===== src/rtl/hazard_controller_pkg.sv =====
// Shared pipeline-control definitions: FSM state encoding and FwdRisk bit
// positions, common to hazard_controller and forwarding_unit.
package hazard_controller_pkg;

  localparam logic [1:0] S_RUN      = 2'd0;
  localparam logic [1:0] S_MEM_WAIT = 2'd1;
  localparam logic [1:0] S_REDIRECT = 2'd2;

  typedef enum logic [1:0] {
    stRun      = S_RUN,
    stMemWait  = S_MEM_WAIT,
    stRedirect = S_REDIRECT
  } hazState_t;

  // Bit positions inside the 3-bit FwdRisk field
  localparam int RISK_RS1 = 2;
  localparam int RISK_RS2 = 1;
  localparam int RISK_RD  = 0;

endpackage


===== src/rtl/hazard_controller_sat_counter.sv =====
// Saturating up-counter with synchronous clear; clear wins over enable and
// the count holds once it reaches all-ones.
module sat_counter #(
  parameter int CNT_WIDTH = 32
) (
  input  logic                 clk,
  input  logic                 en,
  input  logic                 clear,
  output logic [CNT_WIDTH-1:0] q
);

  // Count up on enable, stop at all-ones, clear has priority
  always_ff @(posedge clk) begin
    if (clear) begin
      q <= '0;
    end else if (en && (q != {CNT_WIDTH{1'b1}})) begin
      q <= q + 1'b1;
    end
  end

endmodule


===== src/rtl/hazard_controller.sv =====
// Stall/flush sequencer for the 5-stage pipeline: freezes on data-memory
// wait states, flushes wrong-path fetches after a taken branch/jump and
// inserts a one-cycle bubble for load-use hazards forwarding cannot cover.
module hazard_controller
  import hazard_controller_pkg::*;
#(
  parameter int FLUSH_CYCLES = 2,
  parameter int CNT_WIDTH    = 32
) (
  input  logic                 clk,
  input  logic                 rst_n,
  input  logic [2:0]           ID_FwdRisk,
  input  logic [4:0]           ID_rs1,
  input  logic [4:0]           ID_rs2,
  input  logic [4:0]           EX_rd,
  input  logic                 EX_MemRead,
  input  logic                 EX_BrTaken,
  input  logic                 MEM_Req,
  input  logic                 MEM_Ack,
  output logic                 PC_En,
  output logic                 IFID_En,
  output logic                 IFID_Flush,
  output logic                 IDEX_En,
  output logic                 IDEX_Flush,
  output logic                 EXMEM_En,
  output logic                 MEMWB_Flush,
  output logic [CNT_WIDTH-1:0] StallCnt,
  output logic [CNT_WIDTH-1:0] FlushCnt
);

  localparam int                RCNT_W    = $clog2(FLUSH_CYCLES) + 1;
  localparam logic [RCNT_W-1:0] RCNT_LOAD = RCNT_W'(FLUSH_CYCLES - 1);

  hazState_t         state, stateNext;
  hazState_t         retState, retStateNext;
  logic [RCNT_W-1:0] rcnt, rcntNext;
  logic              memWait;
  logic              loadUse;
  logic              branchTake;
  logic              unusedRdRisk;

  // The rd-write risk bit only matters to forwarding, not to stalling
  assign unusedRdRisk = ID_FwdRisk[RISK_RD];

  assign memWait = MEM_Req & ~MEM_Ack;

  // Load in EX feeding a source of the instruction in ID; x0 never conflicts
  assign loadUse = EX_MemRead && (EX_rd != 5'd0) &&
                   ((ID_FwdRisk[RISK_RS1] && (ID_rs1 == EX_rd)) ||
                    (ID_FwdRisk[RISK_RS2] && (ID_rs2 == EX_rd)));

  // State, return state and redirect countdown registers
  always_ff @(posedge clk) begin
    if (!rst_n) begin
      state    <= stRun;
      retState <= stRun;
      rcnt     <= '0;
    end else begin
      state    <= stateNext;
      retState <= retStateNext;
      rcnt     <= rcntNext;
    end
  end

  // Next-state and stage-control decode, priority memwait > branch > load-use
  always_comb begin
    PC_En        = 1'b1;
    IFID_En      = 1'b1;
    IFID_Flush   = 1'b0;
    IDEX_En      = 1'b1;
    IDEX_Flush   = 1'b0;
    EXMEM_En     = 1'b1;
    MEMWB_Flush  = 1'b0;
    stateNext    = state;
    retStateNext = retState;
    rcntNext     = rcnt;
    branchTake   = 1'b0;

    if (state == stMemWait) begin
      // Frozen through the ack cycle; resume where the freeze started
      PC_En       = 1'b0;
      IFID_En     = 1'b0;
      IDEX_En     = 1'b0;
      EXMEM_En    = 1'b0;
      MEMWB_Flush = 1'b1;
      if (!memWait) stateNext = retState;
    end else if (memWait) begin
      PC_En        = 1'b0;
      IFID_En      = 1'b0;
      IDEX_En      = 1'b0;
      EXMEM_En     = 1'b0;
      MEMWB_Flush  = 1'b1;
      retStateNext = (state == stRedirect) ? stRedirect : stRun;
      stateNext    = stMemWait;
    end else if (EX_BrTaken) begin
      IFID_Flush = 1'b1;
      IDEX_Flush = 1'b1;
      branchTake = 1'b1;
      if (FLUSH_CYCLES > 1) begin
        stateNext = stRedirect;
        rcntNext  = RCNT_LOAD;
      end else begin
        stateNext = stRun;
      end
    end else if (state == stRedirect) begin
      // ID holds a bubble here, so load-use cannot apply
      IFID_Flush = 1'b1;
      rcntNext   = rcnt - RCNT_W'(1);
      if (rcnt <= RCNT_W'(1)) stateNext = stRun;
    end else if (loadUse) begin
      PC_En      = 1'b0;
      IFID_En    = 1'b0;
      IDEX_Flush = 1'b1;
    end

    if (!rst_n) begin
      PC_En       = 1'b0;
      IFID_En     = 1'b0;
      IFID_Flush  = 1'b1;
      IDEX_En     = 1'b0;
      IDEX_Flush  = 1'b1;
      EXMEM_En    = 1'b0;
      MEMWB_Flush = 1'b1;
      branchTake  = 1'b0;
    end
  end

  sat_counter #(.CNT_WIDTH(CNT_WIDTH)) uStallCnt (
    .clk   (clk),
    .en    (~PC_En & rst_n),
    .clear (~rst_n),
    .q     (StallCnt)
  );

  sat_counter #(.CNT_WIDTH(CNT_WIDTH)) uFlushCnt (
    .clk   (clk),
    .en    (branchTake),
    .clear (~rst_n),
    .q     (FlushCnt)
  );

endmodule

===== config.mk =====
export PLATFORM = sky130hd
export DESIGN_NAME = hazard_controller
export DESIGN_NICKNAME = d
export VERILOG_FILES = /design/src/rtl/hazard_controller_pkg.sv /design/src/rtl/hazard_controller_sat_counter.sv /design/src/rtl/hazard_controller.sv
export SDC_FILE = /design/constraint.sdc
export NUM_CORES = 1
export LEC_CHECK = 0
export CORE_UTILIZATION = 50
export DETAILED_ROUTE_END_ITERATION = 6
export PLACE_DENSITY_LB_ADDON = 0.25
export REMOVE_ABC_BUFFERS = 1
export SYNTH_ARGS = -nofsm -noshare
export SYNTH_HDL_FRONTEND = slang
export SYNTH_SLANG_ARGS = --single-unit
export TNS_END_PERCENT = 5

===== constraint.sdc =====
create_clock -name clk -period 2.05 [get_ports clk]
set_input_delay 0.3075 -clock clk [delete_from_list [all_inputs] [get_ports clk]]
set_output_delay 0.3075 -clock clk [all_outputs]
set_load 0.01 [all_outputs]

# After elaboration in Yosys (flattened, before gate mapping)
# Index checks and enable logic that the tools add are counted.
[word_totals] reg_bits=70 latch_bits=0 ramBits=0 mem_bits_ro=0 in_bits=24 output_inout_bits=71 wordCells=72 mem_count=0
[classes] n_addsub=3 multipliers=0 div=0 n_lt_le_gt_ge=1 eq_ne=7 shifts=0 mux=36 bitwise_logic=6 reduce_logical=14
[op_table] operator="$add 32x1->32 const B" count=2
[op_table] operator="$ne 32x32->1 const B" count=2
[op_table] operator="$mux 1" count=27
[op_table] operator="$mux 2" count=9
[op_table] operator="$eq 5x5->1" count=2
[op_table] operator="$reduce_bool 4->1" count=2
[op_table] operator="$logic_and 1x1->1" count=6
[op_table] operator="$reduce_and 3->1" count=2
[op_table] operator="$reduce_bool 5->1" count=1
[op_table] operator="$not 1->1" count=4
[op_table] operator="$and 1x1->1" count=2
[op_table] operator="$eq 2x1->1 const B" count=1
[op_table] operator="$eq 2x2->1 const B" count=1
[op_table] operator="$le 2x1->1 const B" count=1
[op_table] operator="$ne 2x2->1 const B" count=1
[op_table] operator="$reduce_and 2->1" count=1
[op_table] operator="$reduce_bool 2->1" count=1
[op_table] operator="$sub 2x1->2 const B" count=1
[op_table] operator="$logic_or 1x1->1" count=1

# Logic depth before layout (Yosys ltp)
# Gate-level depths: netlist of the first run.
[depth] depth_word=13 ltp_mapped=9 depth_no_buf=8

# By module
# From an unflattened synthesis of the first run, not the netlist that was laid out.
[hier_totals] cells_unflattened=466 hier_area_um2=3878.7
[by_module_without_submodules] module="sat_counter" n_inst=2 cells_per_inst=199 area_per_inst_um2=1674.1 seq_area_each_um2=640.6
[by_module_without_submodules] module="hazard_controller" n_inst=1 cells_per_inst=68 area_per_inst_um2=530.5 seq_area_each_um2=100.1

# Least setup slack after synthesis of the first run
# No wires, ideal clock.
[synth_timing] kind="reg-to-output" start="register state[1]" end="output port PC_En" t_arrival_ns=1.740 required_time_ns=1.742 setup_slack_ns=0.002 path_stages_with_launch=8 path_buffers=1 cell_sequence="dfxtp_1 > inv_1 > ha_1 > or2_2 > nor2_1 > inv_1 > a21oi_1 > buf_4"
[synth_between] elab_chain_cells=6 elab_cells_between_ends=7 cone_classes="2 x eq/ne; 5 x mux"
[synth_lines] element="start, declared" line="hazard_controller.sv:34" source="hazState_t state, stateNext;"
[synth_lines] element="start signal, assigned" line="hazard_controller.sv:55" source="state <= stRun;"
[synth_lines] element="start signal, assigned" line="hazard_controller.sv:59" source="state <= stateNext;"
[synth_lines] element="$eq 2x2->1" line="hazard_controller.sv:105" source="end else if (state == stRedirect) begin"
[synth_lines] element="$mux 1 (3 in series)"
[synth_lines] element="$mux 1 * (2 in series)"
[synth_lines] element="end, declared" line="hazard_controller.sv:20" source="output logic PC_En,"
# Every way passes the cells marked *; elsewhere a longest branch is shown, timed or not.

# Final worst setup path of the first run
[layout_timing] start="input port EX_rd[1]" end="output port IDEX_Flush"
[layout_between] elab_chain_cells=10 elab_cells_between_ends=14 cone_classes="2 x eq/ne; 6 x mux; 6 x reduce/logical"
[layout_lines] element="start, declared" line="hazard_controller.sv:15" source="input logic [4:0] EX_rd,"
[layout_lines] element="$eq 5x5->1, on equally long branches" line="hazard_controller.sv:49, hazard_controller.sv:50"
[layout_lines] element="$logic_and 1x1->1, on equally long branches" line="hazard_controller.sv:49, hazard_controller.sv:50"
[layout_lines] element="$logic_or 1x1->1" line="hazard_controller.sv:49" source="((ID_FwdRisk[RISK_RS1] && (ID_rs1 == EX_rd)) ||"
[layout_lines] element="$logic_and 1x1->1 *" line="hazard_controller.sv:48" source="assign loadUse = EX_MemRead && (EX_rd != 5'd0) &&"
[layout_lines] element="$mux 1 *" line="hazard_controller.sv:110" source="end else if (loadUse) begin"
[layout_lines] element="$mux 1 *" line="hazard_controller.sv:105"
[layout_lines] element="$mux 1 *" line="hazard_controller.sv:95" source="end else if (EX_BrTaken) begin"
[layout_lines] element="$mux 1 *" line="hazard_controller.sv:87" source="end else if (memWait) begin"
[layout_lines] element="$mux 1 *" line="hazard_controller.sv:79" source="if (state == stMemWait) begin"
[layout_lines] element="$mux 1 *" line="hazard_controller.sv:116" source="if (!rst_n) begin"
[layout_lines] element="end, declared" line="hazard_controller.sv:24" source="output logic IDEX_Flush,"
# Marks and branches as above.

==> results.txt, run 1 <==
Status: finished clean
Wirelength, routed: 10,900 um
IO Port Bufs: 93
Max Cap Viol: 0
Critical Path, Cell by Cell: dlygate4sd2_1 > or4_4 > o21ai_4 > nor2_2 > a21oi_2 > o21ai_1 > buf_2
Post-synthesis mux area share: 3.94%
Crit path largest cell delay: 0.56 ns
Placed inst area: 5300 um2
Critical Path Sink Type: output port
FILL cells: 536
Tmin final: 2.03 ns
CTS root buf: clkbuf_8
Worst VDD drop: 0.382 mV
Routed via count: 4,045
Setup TNS: 0 ns
Largest net degree at the start of global routing: 37
Static leakage: 2.03 nW
CTS tree: done
Sequential Area: 1380 um2
Area growth syn-to-layout: 47.2%
Overall global routing resource usage: 26.2%
Die height: 90.0 um
Final core utilization: 77.4%
CORE AREA: 7370 um2
Distinct cell type count after synthesis: 55
Hold_ws: 0.481 ns
Seq/Total Area, Yosys: 35.6%
WP data arrival: 1.73 ns
Multi-input logic area: 2410 um2
Share of layout cells above drive strength 1: 24.2%
CTS H-tree lvls: 3
DR iter-0 viols: 161
Post-route ant nets: 0
Unrepaired setup endpoints after global routing: true
Min-delay worst type: reg2reg
Number of iterations in the first detailed-routing pass: 4
Ys async rst share: 0%
Syn Area/Cell: 8.37 um2
Gr ovfl total: 0
Post-synth EDFFs: 0
Setup Skew: 0.00686 ns
Max Slew Vio Count: 0
Yosys top cell area share: 35.6%
CP startpoint kind: input pin
Design Area, Final: 5700 um2
Nets: 643
Worst path required time: 1.74 ns
Final period util: 99.2%
IO Pins: 95
Synth Area in Compound Gates: 10.1%
Clk sinks: 69
Largest cells by area after synthesis: dfxtp_1, xnor2_1, nor2_1
FP Rows: 31
Die area: 8110 um2
First-pass GRT wire length: 17,400 um
Relative slew slack: 71.9%
Total power: 0.00291 W
Clock tree buffer depth: 2
FMAX: 492 MHz
Worst-margin pin slew: 0.422 ns
Simple-gate share of the synthesized area: 34.6%
Yosys top cell by area: dfxtp_1
Drt drc: 0
Worst Path Class, Setup: in2out
Vias in the first global route: 3,835
Fin. Hold Viols: 0
Synth Instances: 463
TritonCTS buffer count: 9
Post-synth top flop: dfxtp_1
Synth Warn #: 0
Die width: 90.0 um
CP max-delay cell: or4_4
Most common cell in the netlist: dfxtp_1
Synth Area in XOR/XNOR: 8.36%
Initial antenna violation count: 0
Worst-Skew Late Latency: 0.35 ns
Via density per instance: 5.63
Adder-Cell Fraction of Synth Area: 1.61%
Antenna cells: 0
Commonest cells post-synth: dfxtp_1, nor2_1, nand2_1
Synth Register Bits: 69
Placer Congestion: 0.904
CP max FO: 3
Synthesized cell area: 3880 um2
Pwr per Cell Area: 510 nW/um2
Final setup viols: 0
Starting Density: 52.6%
Post-DP HPWL: 7640 um
WL per Instance: 15.2 um
Largest family of logic cells by synthesized area: simple AND/OR/NAND/NOR gates
Clock Pin Slew Worst Setup and Hold Paths: 0.07 ns
worst max-delay path, delay by kind of cell:
kind	cells	cell delay (ns)
simple gates	2	0.64
buf+inv	2	0.43
compound gates	3	0.35
power by group:
part | internal, W | switching (W)
combinational | 0.000212 | 0.000200
sequential | 0.00135 | 0.0000105
clock | 0.000597 | 0.000535
total | 0.00216 | 0.000745
cells in the final DEF (no fill, tap or decap), drive strengths merged, types with 2 or more instances in the layout:
master	instances
nand4	20
and4	3
a22oi	2
o211ai	2
nor2	48
or4	8
o41ai	3
inv	18
o311ai	2
and3	5
a21oi	22
dlygate4sd2	5
buf	73
or2	3
clkdlybuf4s50	70
xor2	5
nor3b	2
nand2	45
ha	5
dfxtp	69
nor4	22
and2	2
o31ai	7
mux2	2
xnor2	32
or3	14
mux2i	13
nand3	29
nor3	17
o21ai	17
clkinvlp	2
clkbuf	15
nand2b	14
nor2b	2
dlymetal6s2s	11
per-layer routing:
layer | global-route usage (%) | share of wire (%) | vias up
li1 | - | - | 1963
met1 | 29.9 | 41 | 1929
met2 | 47.1 | 51 | 128
met3 | 4.57 | 4.8 | 25
met4 | 12.2 | 2.9 | 0
met5 | 0 | 0 | -
kinds of logic after synthesis:
family / count (synthesis)
AO/OA/AOI/OAI: 61
XOR/XNOR: 37
adder cells (fa/ha/maj): 5
AND/OR/NAND/NOR: 235
multiplexers: 15
buffers and inverters: 41
flip-flops: 69
per-stage QoR:
stage	instances	worst slack (ns)
floorplan	439	-0.448
global route	718	-0.0817
CTS	715	-0.0734
global placement	698	-0.511
finish	718	0.0172
detailed placement	698	-0.593
state kept, by name, indices dropped and copies added, names as in the netlist:
name and count:
rcnt 2, uFlushCnt.q 32, uStallCnt.q 32, state 2, retState 1
final timing paths:
| check | from | cells past startpoint | end | slack (ns) |
|---|---|---|---|---|
| max reg2reg | uStallCnt.q[17]$_SDFFE_PN0P_ | 9 | uStallCnt.q[1]$_SDFFE_PN0P_ | 0.08 |
| min | rcnt[0]$_SDFFE_PN0P_ | 1 | rcnt[0]$_SDFFE_PN0P_ | 0.48 |
| max | EX_rd[1] | 7 | IDEX_Flush | 0.02 |
| min reg2reg | rcnt[0]$_SDFFE_PN0P_ | 1 | rcnt[0]$_SDFFE_PN0P_ | 0.48 |
area by class of cell:
type	count	area share (%)
inverter	17	1.12
clock inverter	5	1.03
clock buffer	11	2.48
timing repair buffer	164	26.7
tap	99	2.17
sequential	69	24.2
multi-input combinational	353	42.2
timing repair:
| action | in CTS | in global routing |
|---|---|---|
| setup buffers | 1 | 1 |
| hold buffers | 0 | 0 |
| resized for setup | 33 | 41 |
| pin swaps | 7 | 29 |
| setup endpoints to repair | 34 | 44 |
| cloned | 0 | 2 |
| endpoints found under the hold margin | 0 | 0 |
Note: power is estimated with default switching activity, not from simulation.
==> run 2, diff against run 1 <==
SLEW_MARGIN = 5   (was default)
==> results of run 2 <==
Same layout as run 1: the final DEF is identical, and so are final timing and power.
==> run 3, diff against run 2 <==
GPL_TIMING_DRIVEN = 0   (was default)
==> run 3 against run 2 <==
  * Utilization decreased by 2.6 points
  * Power rose by 3.0%
  * Clock power grew 12%
  * Largest cell class unchanged
==> results.txt, run 3 (synthesis gave the netlist of run 1 again) <==
Pwr per Cell Area: 543 nW/um2
Nets: 608
Commonest non-fill, non-tap cell in the layout: clkdlybuf4s50_1
Final setup viols: 0
Worst VDD drop: 0.587 mV
Static leakage: 1.85 nW
Largest registers: uFlushCnt.q (32), uStallCnt.q (32)
Tmin final: 2.01 ns
Hold Path End: state[0]$_SDFFE_PN0P_
CTS Hold Bufs: 0
Clock tree buffer depth: 2
R2R depth: 7
CTS tree: done
Die height: 90.0 um
CP max-delay cell: or4_1
Cells after DPL: 632
Gr ovfl total: 0
CP max FO: 11
First-pass GRT wire length: 16,800 um
Die area: 8110 um2
Setup Skew: 0.0103 ns
Starting Density: 52.6%
CTS H-tree lvls: 3
Worst Path Class, Setup: reg2reg
Final period util: 98.3%
Share of layout cells above drive strength 1: 21.6%
Crit path largest cell delay: 0.53 ns
TritonCTS buffer count: 9
Critical Path, Cell by Cell: inv_1 > ha_2 > o31ai_4 > buf_4 > nand3_4 > or4_1 > a21oi_1
Most frequent cells in the layout: clkdlybuf4s50_1, dfxtp_1, nand2_1
Drt drc: 0
FP Rows: 31
Clock Pin Slew Worst Setup and Hold Paths: 0.08 ns
Design Area, Final: 5510 um2
Status: finished clean
FMAX: 496 MHz
Initial antenna violation count: 0
IO Port Bufs: 93
Worst-Skew Late Latency: 0.35 ns
Placer Congestion: 0.834
Placed inst area: 4800 um2
Hold wc startpoint: rst_n
Worst R2R Setup Slack: 0.04 ns
Overall global routing resource usage: 24.9%
Clk sinks: 69
Top cell family by delay on the critical path: simple AND/OR/NAND/NOR gates
Hold depth: 2
Min-delay worst type: in2reg
Worst path required time: 2.33 ns
Die width: 90.0 um
CORE AREA: 7370 um2
WL per Instance: 16.1 um
Antenna cells: 0
Critical Path Sink Type: register
WP data arrival: 2.30 ns
Vias in the first global route: 3,533
Routed via count: 4,002
Reg-to-Reg Start: state[0]$_SDFFE_PN0P_
Area growth syn-to-layout: 42.2%
Via density per instance: 5.86
DR iter-0 viols: 171
Relative slew slack: 62.3%
Unrepaired setup endpoints after global routing: true
Fin. Hold Viols: 0
Max Cap Viol: 0
R2r endpoint: uStallCnt.q[19]$_SDFFE_PN0P_
Final cell count without fillers: 683
CP startpoint kind: register
Number of iterations in the first detailed-routing pass: 5
Largest net degree at the start of global routing: 36
Bufs and invs on worst path: 2
Wirelength, routed: 11,000 um
Setup TNS: 0 ns
IO Pins: 95
Worst-margin pin slew: 0.564 ns
Post-DP HPWL: 6470 um
CTS root buf: clkbuf_8
Post-route ant nets: 0
Max Slew Vio Count: 0
## run 3: cell types whose count changed in the layout (fill, tap and decap cells not counted), sizes merged, moves of 2 or more
cell / change
and4: +3
buf: -40
clkdlybuf4s15: +2
clkinv: +2
dlymetal6s2s: -2
nand3: +3
## run 3: worst max-delay path by stage
stage          slack (ns)  cells after the start                           end                  start
6_report             0.04                      7  uStallCnt.q[19]$_SDFFE_PN0P_  state[0]$_SDFFE_PN0P_
4_1_cts             -0.05                      8  uStallCnt.q[19]$_SDFFE_PN0P_              ID_rs1[3]
3_3_place_gp        -2.41                      6                         PC_En                  rst_n
5_1_grt             -0.08                      7  uStallCnt.q[19]$_SDFFE_PN0P_  state[0]$_SDFFE_PN0P_
2_1_floorplan       -0.45                      7  uFlushCnt.q[22]$_SDFFE_PN0P_  state[1]$_SDFFE_PN0P_
3_5_place_dp        -2.34                      7  uFlushCnt.q[22]$_SDFFE_PN0P_                  rst_n
## run 3: report_power, final
group	internal [W]	switching, W	total [W]
clock network	0.000716	0.000542	0.00126
logic	0.000166	0.000200	0.000365
registers	0.00135	0.0000161	0.00137
total	0.00223	0.000758	0.00299
## run 3: final cells by class
class / count / area [um2]
multi-input cells: 360 / 2530
flip-flops and latches: 69 / 1390
fillers: 512 / 1860
repair buffers: 122 / 1180
clock buffers: 10 / 138
well taps: 99 / 124
inverters: 17 / 63.8
clock inverters: 6 / 86.3
## run 3: per-layer routing
layer  track usage (%)  vias up  part of all wire (%)
met4              11.6        0                   2.6
met3              4.48       31                   6.8
li1                  -     1910                     -
met2              42.6      166                    50
met1              30.3     1895                    41
met5                 0        -                     0
## run 3: timing repair
| action | CTS | global route |
|---|---|---|
| buffers inserted | 7 | 21 |
| resized for setup | 59 | 41 |
| setup endpoints to repair | 75 | 63 |
| pin swaps | 14 | 30 |
| cloned | 2 | 5 |
## run 3: through the flow
stage | setup WS [ns] | hold WS [ns] | utilization (%) | power, W
after CTS | -0.0540 | 0.387 | 70.7 | 0.00295
after floorplan | -0.448 | 0.425 | - | 0.00154
after global placement | -2.41 | 0.459 | 64.7 | 0.00166
final | 0.0354 | 0.383 | 74.8 | 0.00299
after global routing | -0.0769 | 0.397 | 74.8 | 0.00310
after detailed placement | -2.34 | 0.477 | 65.1 | 0.00168
